## src/rtl/fetch_unit.sv

```systemverilog
// rtl/fetch_unit.sv - instruction fetch unit: pc register, memory request FSM, held instruction for decode
// Redirects arriving mid-request are parked as a squash and applied when the request is acknowledged.
module fetch_unit #(
  parameter logic [31:0] RESET_PC = 32'h0000_0000
) (
  input  logic        clk,
  input  logic        rst_n,
  input  logic        halt_req,
  input  logic        redirect_valid,
  input  logic [31:0] redirect_pc,
  output logic        imem_req,
  output logic [31:0] imem_addr,
  input  logic        imem_ack,
  input  logic [31:0] imem_rdata,
  output logic        instr_valid,
  input  logic        instr_ready,
  output logic [31:0] instr_data,
  output logic [31:0] instr_pc,
  output logic        align_err
);

  typedef enum logic [1:0] {IDLE, REQ, HOLD} state_t;

  state_t      state;
  logic [31:0] pc;
  logic        squash;
  logic [31:0] squash_pc;
  logic [31:0] redirect_tgt;

  assign redirect_tgt = {redirect_pc[31:2], 2'b00};
  // The request address is the pc register itself, so it cannot drift while a request is open.
  assign imem_addr    = pc;

  always_ff @(posedge clk or negedge rst_n) begin
    if (!rst_n) begin
      state       <= IDLE;
      pc          <= RESET_PC;
      squash      <= 1'b0;
      squash_pc   <= RESET_PC;
      imem_req    <= 1'b0;
      instr_valid <= 1'b0;
      instr_data  <= 32'h0;
      instr_pc    <= 32'h0;
      align_err   <= 1'b0;
    end else begin
      if (redirect_valid && (redirect_pc[1:0] != 2'b00)) begin
        align_err <= 1'b1;
      end
      case (state)
        IDLE: begin
          if (redirect_valid) begin
            pc <= redirect_tgt;
          end else if (!halt_req) begin
            state    <= REQ;
            imem_req <= 1'b1;
          end
        end
        REQ: begin
          if (imem_ack) begin
            if (squash || redirect_valid) begin
              // A same-cycle redirect is newer than any parked target.
              pc       <= redirect_valid ? redirect_tgt : squash_pc;
              squash   <= 1'b0;
              state    <= halt_req ? IDLE : REQ;
              imem_req <= !halt_req;
            end else begin
              instr_data  <= imem_rdata;
              instr_pc    <= pc;
              instr_valid <= 1'b1;
              imem_req    <= 1'b0;
              state       <= HOLD;
            end
          end else if (redirect_valid) begin
            squash    <= 1'b1;
            squash_pc <= redirect_tgt;
          end
        end
        HOLD: begin
          if (redirect_valid || instr_ready) begin
            pc          <= redirect_valid ? redirect_tgt : instr_pc + 32'd4;
            instr_valid <= 1'b0;
            state       <= halt_req ? IDLE : REQ;
            imem_req    <= !halt_req;
          end
        end
        default: begin
          state    <= IDLE;
          imem_req <= 1'b0;
        end
      endcase
    end
  end

endmodule
```

## config.mk

```make
export PLATFORM = sky130hd
export DESIGN_NAME = fetch_unit
export DESIGN_NICKNAME = d
export VERILOG_FILES = /design/src/rtl/fetch_unit.sv
export SDC_FILE = /design/constraint.sdc
export NUM_CORES = 1
export LEC_CHECK = 0
export ABC_AREA = 1
export BUFFER_PORTS_ARGS = -buffer_cell sky130_fd_sc_hd__buf_2
export CAP_MARGIN = 0
export CORE_MARGIN = 2
export CORE_UTILIZATION = 50
export CTS_BUF_LIST = sky130_fd_sc_hd__clkbuf_4
export DETAILED_ROUTE_END_ITERATION = 7
export PLACE_DENSITY = 0.76
export SYNTH_ARGS = -nofsm -noshare
export SYNTH_HDL_FRONTEND = slang
export SYNTH_SLANG_ARGS = --single-unit
```

## constraint.sdc

```tcl
create_clock -name clk -period 3.55 [get_ports clk]
set_input_delay 0.355 -clock clk [delete_from_list [all_inputs] [get_ports clk]]
set_output_delay 0.355 -clock clk [all_outputs]
set_load 0.05 [all_outputs]
```

# --- Word level (Yosys, flattened, before mapping) ---
# Index checks and enable logic that the tools add are counted.
totals:
  regBits: 134
  latchBits: 0
  ram_bits: 0
  romBits: 0
  inputBits: 70
  output_inout_bits: 99
  word_cells: 64
  memories: 0
op_classes:
  addsub: 1
  multipliers: 0
  div: 0
  magnitude_cmp: 0
  eq_ne: 10
  n_shift: 0
  mux: 27
  n_bitwise: 2
  n_reduce_logical: 15
op_table:
  columns: ["operator", "n"]
  rows:
  - ["32-bit two-way mux", 6]
  - ["32-bit one-hot mux with 3 select lines", 1]
  - ["32-bit by 3-bit adder with 32-bit output, second input constant", 1]
  - ["2-bit inequality test, second input constant", 7]
  - ["1-bit two-way mux", 12]
  - ["2-bit two-way mux", 5]
  - ["4-bit AND reduction", 2]
  - ["2-bit one-hot mux with 3 select lines", 1]
  - ["3-bit AND reduction", 2]
  - ["2-bit nonzero test", 3]
  - ["5-bit AND reduction", 1]
  - ["1-bit one-hot mux with 3 select lines", 1]
  - ["3-bit nonzero test", 1]
  - ["2-bit by 1-bit equality test with 1-bit output, second input constant", 1]
  - ["2-bit equality test, second input constant", 1]
  - ["2-bit zero test", 1]
  - ["1-bit logical OR", 2]
  - ["2-bit by 1-bit inequality test with 1-bit output, second input constant", 1]
  - ["1-bit inverter", 2]
  - ["1-bit one-hot mux with 2 select lines", 1]
  - ["2-bit AND reduction", 1]
  - ["1-bit logical AND", 1]
  - ["1-bit zero test", 1]

# --- Longest topological paths before layout ---
depth:
  depth_word: 4
  ltp_mapped: 14
  ltp_nobuf: 14

# --- Worst setup path after synthesis ---
# OpenSTA, ideal clock, no wires.
synth_path:
  path_kind: "flip-flop to flip-flop"
  from: "register imem_req (netlist name)"
  to: "register pc[25], in the netlist imem_addr[25]"
  setup_ps: 118
  t_arrival_ps: 1889
  required_ps: 3432
  path_slack_ps: 1543
  stages_incl_launch_ff: 10
  n_path_buf: 2
  synth_period_minus_slack_ps: 2007
  cell_sequence: "dfrtp_1 inv_1 ha_1 buf_2 clkinv_1 clkbuf_1 a21oi_1 nand2_1 nand2_1 nand2_1"
synth_lines:
  columns: ["item", "line_no", "text"]
  rows:
  - ["to (signal assigned)", "52", "pc <= redirect_tgt;"]
  - ["to (signal assigned)", "62", "pc <= redirect_valid ? redirect_tgt : squash_pc;"]
  - ["to (signal assigned)", "80", "pc <= redirect_valid ? redirect_tgt : instr_pc + 32'd4;"]
  - ["to (decl)", "25", "logic [31:0] pc;"]

# --- Worst setup path in the final report ---
layout_path:
  from: "register state[1]"
  to: "register squash_pc[21]"
layout_via:
  elab_chain_len: 2
layout_lines:
  columns: ["item", "line_no", "text"]
  rows:
  - ["from (decl)", "24", "state_t state;"]
  - ["from (signal assigned)", "64", "state <= halt_req ? IDLE : REQ;"]
  - ["from (signal assigned)", "82", "state <= halt_req ? IDLE : REQ;"]
  - ["2-bit by 1-bit equality test with 1-bit output", "49", "case (state)"]
  - ["2-bit AND reduction (no source line)", null, null]
  - ["to (signal assigned)", "75", "squash_pc <= redirect_tgt;"]
  - ["to (decl)", "27", "logic [31:0] squash_pc;"]
# Every way passes these cells.
# A chain may end at the register's enable or synchronous reset.

==> summary.txt <==
Logic synthesis
  • Post-synthesis register bit count: 133
  • Synth cell types: 36
  • Sequential area share after synthesis: 46.51%
  • Multiplexer fraction of the synthesized cell area: 6.767%
  • Area contributors post-synth: dfrtp_1 47%, nand2_1 16%, mux2_2 6.8%
  • EDFF count, synth: 0
  • Post-Synth Simple-Gate Area: 25.95%
  • Largest area contributor in the netlist: dfrtp_1
  • Top cell type's share of synthesized area: 46.51%
  • Synth Area in Adders: 0.8743%
  • Asr flop ratio synth: 100.0%
  • Synth cell count leaders: 299 x nand2_1, 133 x dfrtp_1, 69 x nor2_1
  • Commonest register cell after synthesis: dfrtp_1
  • Synth Net Count: 979
  • Top-count cell post-synth: nand2_1
  • Complex-gate fraction of the synthesized area: 12.57%
  • Synth Area in XOR/XNOR: 0.3672%
  • Syn Inst Count: 904
  • Ys Warns: 0
  • Average cell area after synthesis: 7.916 sq um
  • Main combinational cell family by area after synthesis: simple AND/OR/NAND/NOR gates
  • Synthesized area: 7156 sq um

Die
  • DIE HEIGHT: 123.6 microns
  • Die Area: 15280 sq um
  • Initial Utilization: 51.35%
  • Core box area: 13930 sq um
  • Rows: 43
  • Width of the die: 123.6 microns
  • Number of top-level pins: 169

Route
  • DRT antenna net count: 0
  • Avg WL per Cell: 15.93 microns
  • Vias: 6817
  • Vias/cell: 5.359
  • DRC viols: 0
  • Routed WL: 20.26 mm
  • Initial drt markers: 650
  • Drt first pass iters: 5

Clock network
  • CTS tree: built
  • CTS H-Tree Depth: 4
  • Clock Sinks: 133
  • CTS clock-pin slew for the worst setup and hold paths: 110 ps
  • Root buf cell: clkbuf_4
  • Clk_lat worst skew: 550 ps
  • Longest Clk Path Bufs: 2
  • Total CTS buffers: 17
  • Post-CTS Setup Inserts: 0

GRT
  • GR Overflow Total: 0
  • Met1 Use GR: 37.31%
  • Vias in the first global route: 6331
  • Routing usage on met2: 41.96%
  • Met3 Use GR: 6.960%
  • Largest net degree at the start of global routing: 86
  • Tot GR Track Use: 26.86%
  • First-pass GRT wire length: 31.58 mm
  • Initial antenna violation count: 1
  • Grt peak-use layer: met2

Hold path
  • Min-Delay Path Class: primary input to flip-flop

Cells and area
  • Multi-input gate area: 3337 sq um
  • Fill count: 1222
  • Layout cell share with drive strength beyond 1: 26.37%
  • Nets: 1154
  • Register area: 3328 sq um
  • Area of all placed cells without fillers: 8627 sq um
  • Synthesis-to-layout area growth: 20.56%
  • ANT cells: 0

Worst setup path
  • Worst Path Max Fanout: 26
  • Crit Path Class: flip-flop to flip-flop
  • Startpoint types: flip-flop
  • Crit. End Element: flip-flop
  • WP data arrival: 3400 ps
  • CP required: 3990 ps

Job
  • Number of max-cap violations: 0

STA
  • Slew of the pin with the lowest slew margin: 946.3 ps
  • Final min period: 2966 ps
  • Final Slew Violations: 0
  • Final setup TNS: 0 ps
  • Crit share post-route: 83.55%
  • Max frequency: 337.2 MHz
  • Endpoints failing setup: 0
  • Final hold viol count: 0
  • RSZ-0062 raised after global routing: false
  • Worst Skew: 15.75 ps
  • Slew headroom: 36.91%

Placement
  • Post-DP HPWL: 14.14 mm
  • Final GP Congestion: 0.9229
  • Post-DP Area: 8098 sq um
  • I/O Buffers: 168

Run status
  • Status: complete, no violations

Power and ir drop
  • Pwr Density: 1076 nW/um^2
  • Max rail drop VDD: 0.0006493 V
  • P_leak: 4.464 nW
metrics by stage:
stage	power, mW	std cells	utilization, %	setup WS (ps)	hold WS, ps
final	9.279	1272	61.91	584.1	41.76
after detailed placement	8.070	1221	58.11	651.5	461.4
after CTS	9.272	1255	60.69	613.2	0.03375
after global placement	7.961	1221	58.11	787.6	458.1
after global routing	9.917	1272	61.91	280.7	-4.988
after floorplan	6.759	904	-	1543	59.41
timing repair:
item                                   in CTS  in global routing
endpoints found under the hold margin      84                 17
gates resized for setup                     0                  0
hold buffers                                2                 17
logic make-up (layout without fill, tap and decap cells):
family / after synthesis / in the layout
mux: 43 / 43
buf+inv: 117 / 305
flops: 133 / 133
xor+xnor: 3 / 3
simple gates: 434 / 434
fa+ha+maj: 5 / 5
compound gates: 169 / 169
worst max-delay path, cell delays in order (launching register included):
cell and delay (ps):
dfrtp_1 410, inv_1 100, ha_1 630, nand2_1 140
nor2_2 500, clkinv_1 700, o21ai_0 380
layout make-up:
type / count / area share, %
well taps: 180 / 2.611
clock inverters: 15 / 2.451
inverters: 76 / 3.307
flip-flops and latches: 133 / 38.58
multi-input cells: 654 / 38.68
repair buffers: 197 / 12.89
clock buffers: 17 / 1.479
placed cells by master, fill, tap and decap left out, drive strengths merged:
| master | n |
|---|---|
| a21boi | 1 |
| a21oi | 68 |
| a22oi | 1 |
| a311oi | 1 |
| a31oi | 1 |
| and2 | 2 |
| buf | 178 |
| bufinv | 5 |
| clkbuf | 17 |
| clkinv | 11 |
| clkinvlp | 1 |
| dfrtp | 133 |
| dlygate4sd3 | 19 |
| ha | 5 |
| inv | 74 |
| mux2 | 43 |
| nand2 | 309 |
| nand3 | 31 |
| nand3b | 3 |
| nand4 | 2 |
| nor2 | 86 |
| o211ai | 1 |
| o21ai | 73 |
| o21bai | 5 |
| o22ai | 16 |
| o31ai | 2 |
| or2 | 1 |
| xor2 | 3 |
registers in the layout (all words and copies together), names as in the netlist:
signal and flops:
imem_req 1, squash_pc 32, instr_data 32, instr_pc 32
state 1, align_err 1, instr_valid 1, squash 1
imem_addr 32
power breakdown:
group | total [mW] | internal [mW] | switching (mW)
clock network | 1.19 | 0.622 | 0.570
logic | 5.22 | 1.41 | 3.82
registers | 2.87 | 2.24 | 0.629
total | 9.28 | 4.26 | 5.02
final timing paths:
path | depth (start not counted) | to | from | slack (ps)
worst min register to register | 1 | align_err | align_err | 490
worst max-delay path | 6 | squash_pc[21] | state[1] | 580
worst min-delay path | 2 | instr_data[21] | imem_rdata[21] | 40
worst max register to register | 6 | squash_pc[21] | state[1] | 580
min in group asynchronous | 2 | squash_pc[18] | rst_n | 420
max in group asynchronous | 3 | instr_pc[21] | rst_n | 2330
layer usage:
layer | wire (microns) | vias up
met5 | 11 | -
met4 | 332 | 2
met3 | 1621 | 34
met2 | 9467 | 294
met1 | 8824 | 3220
li1 | - | 3267
No activity file was read; power rests on OpenSTA's default activity.
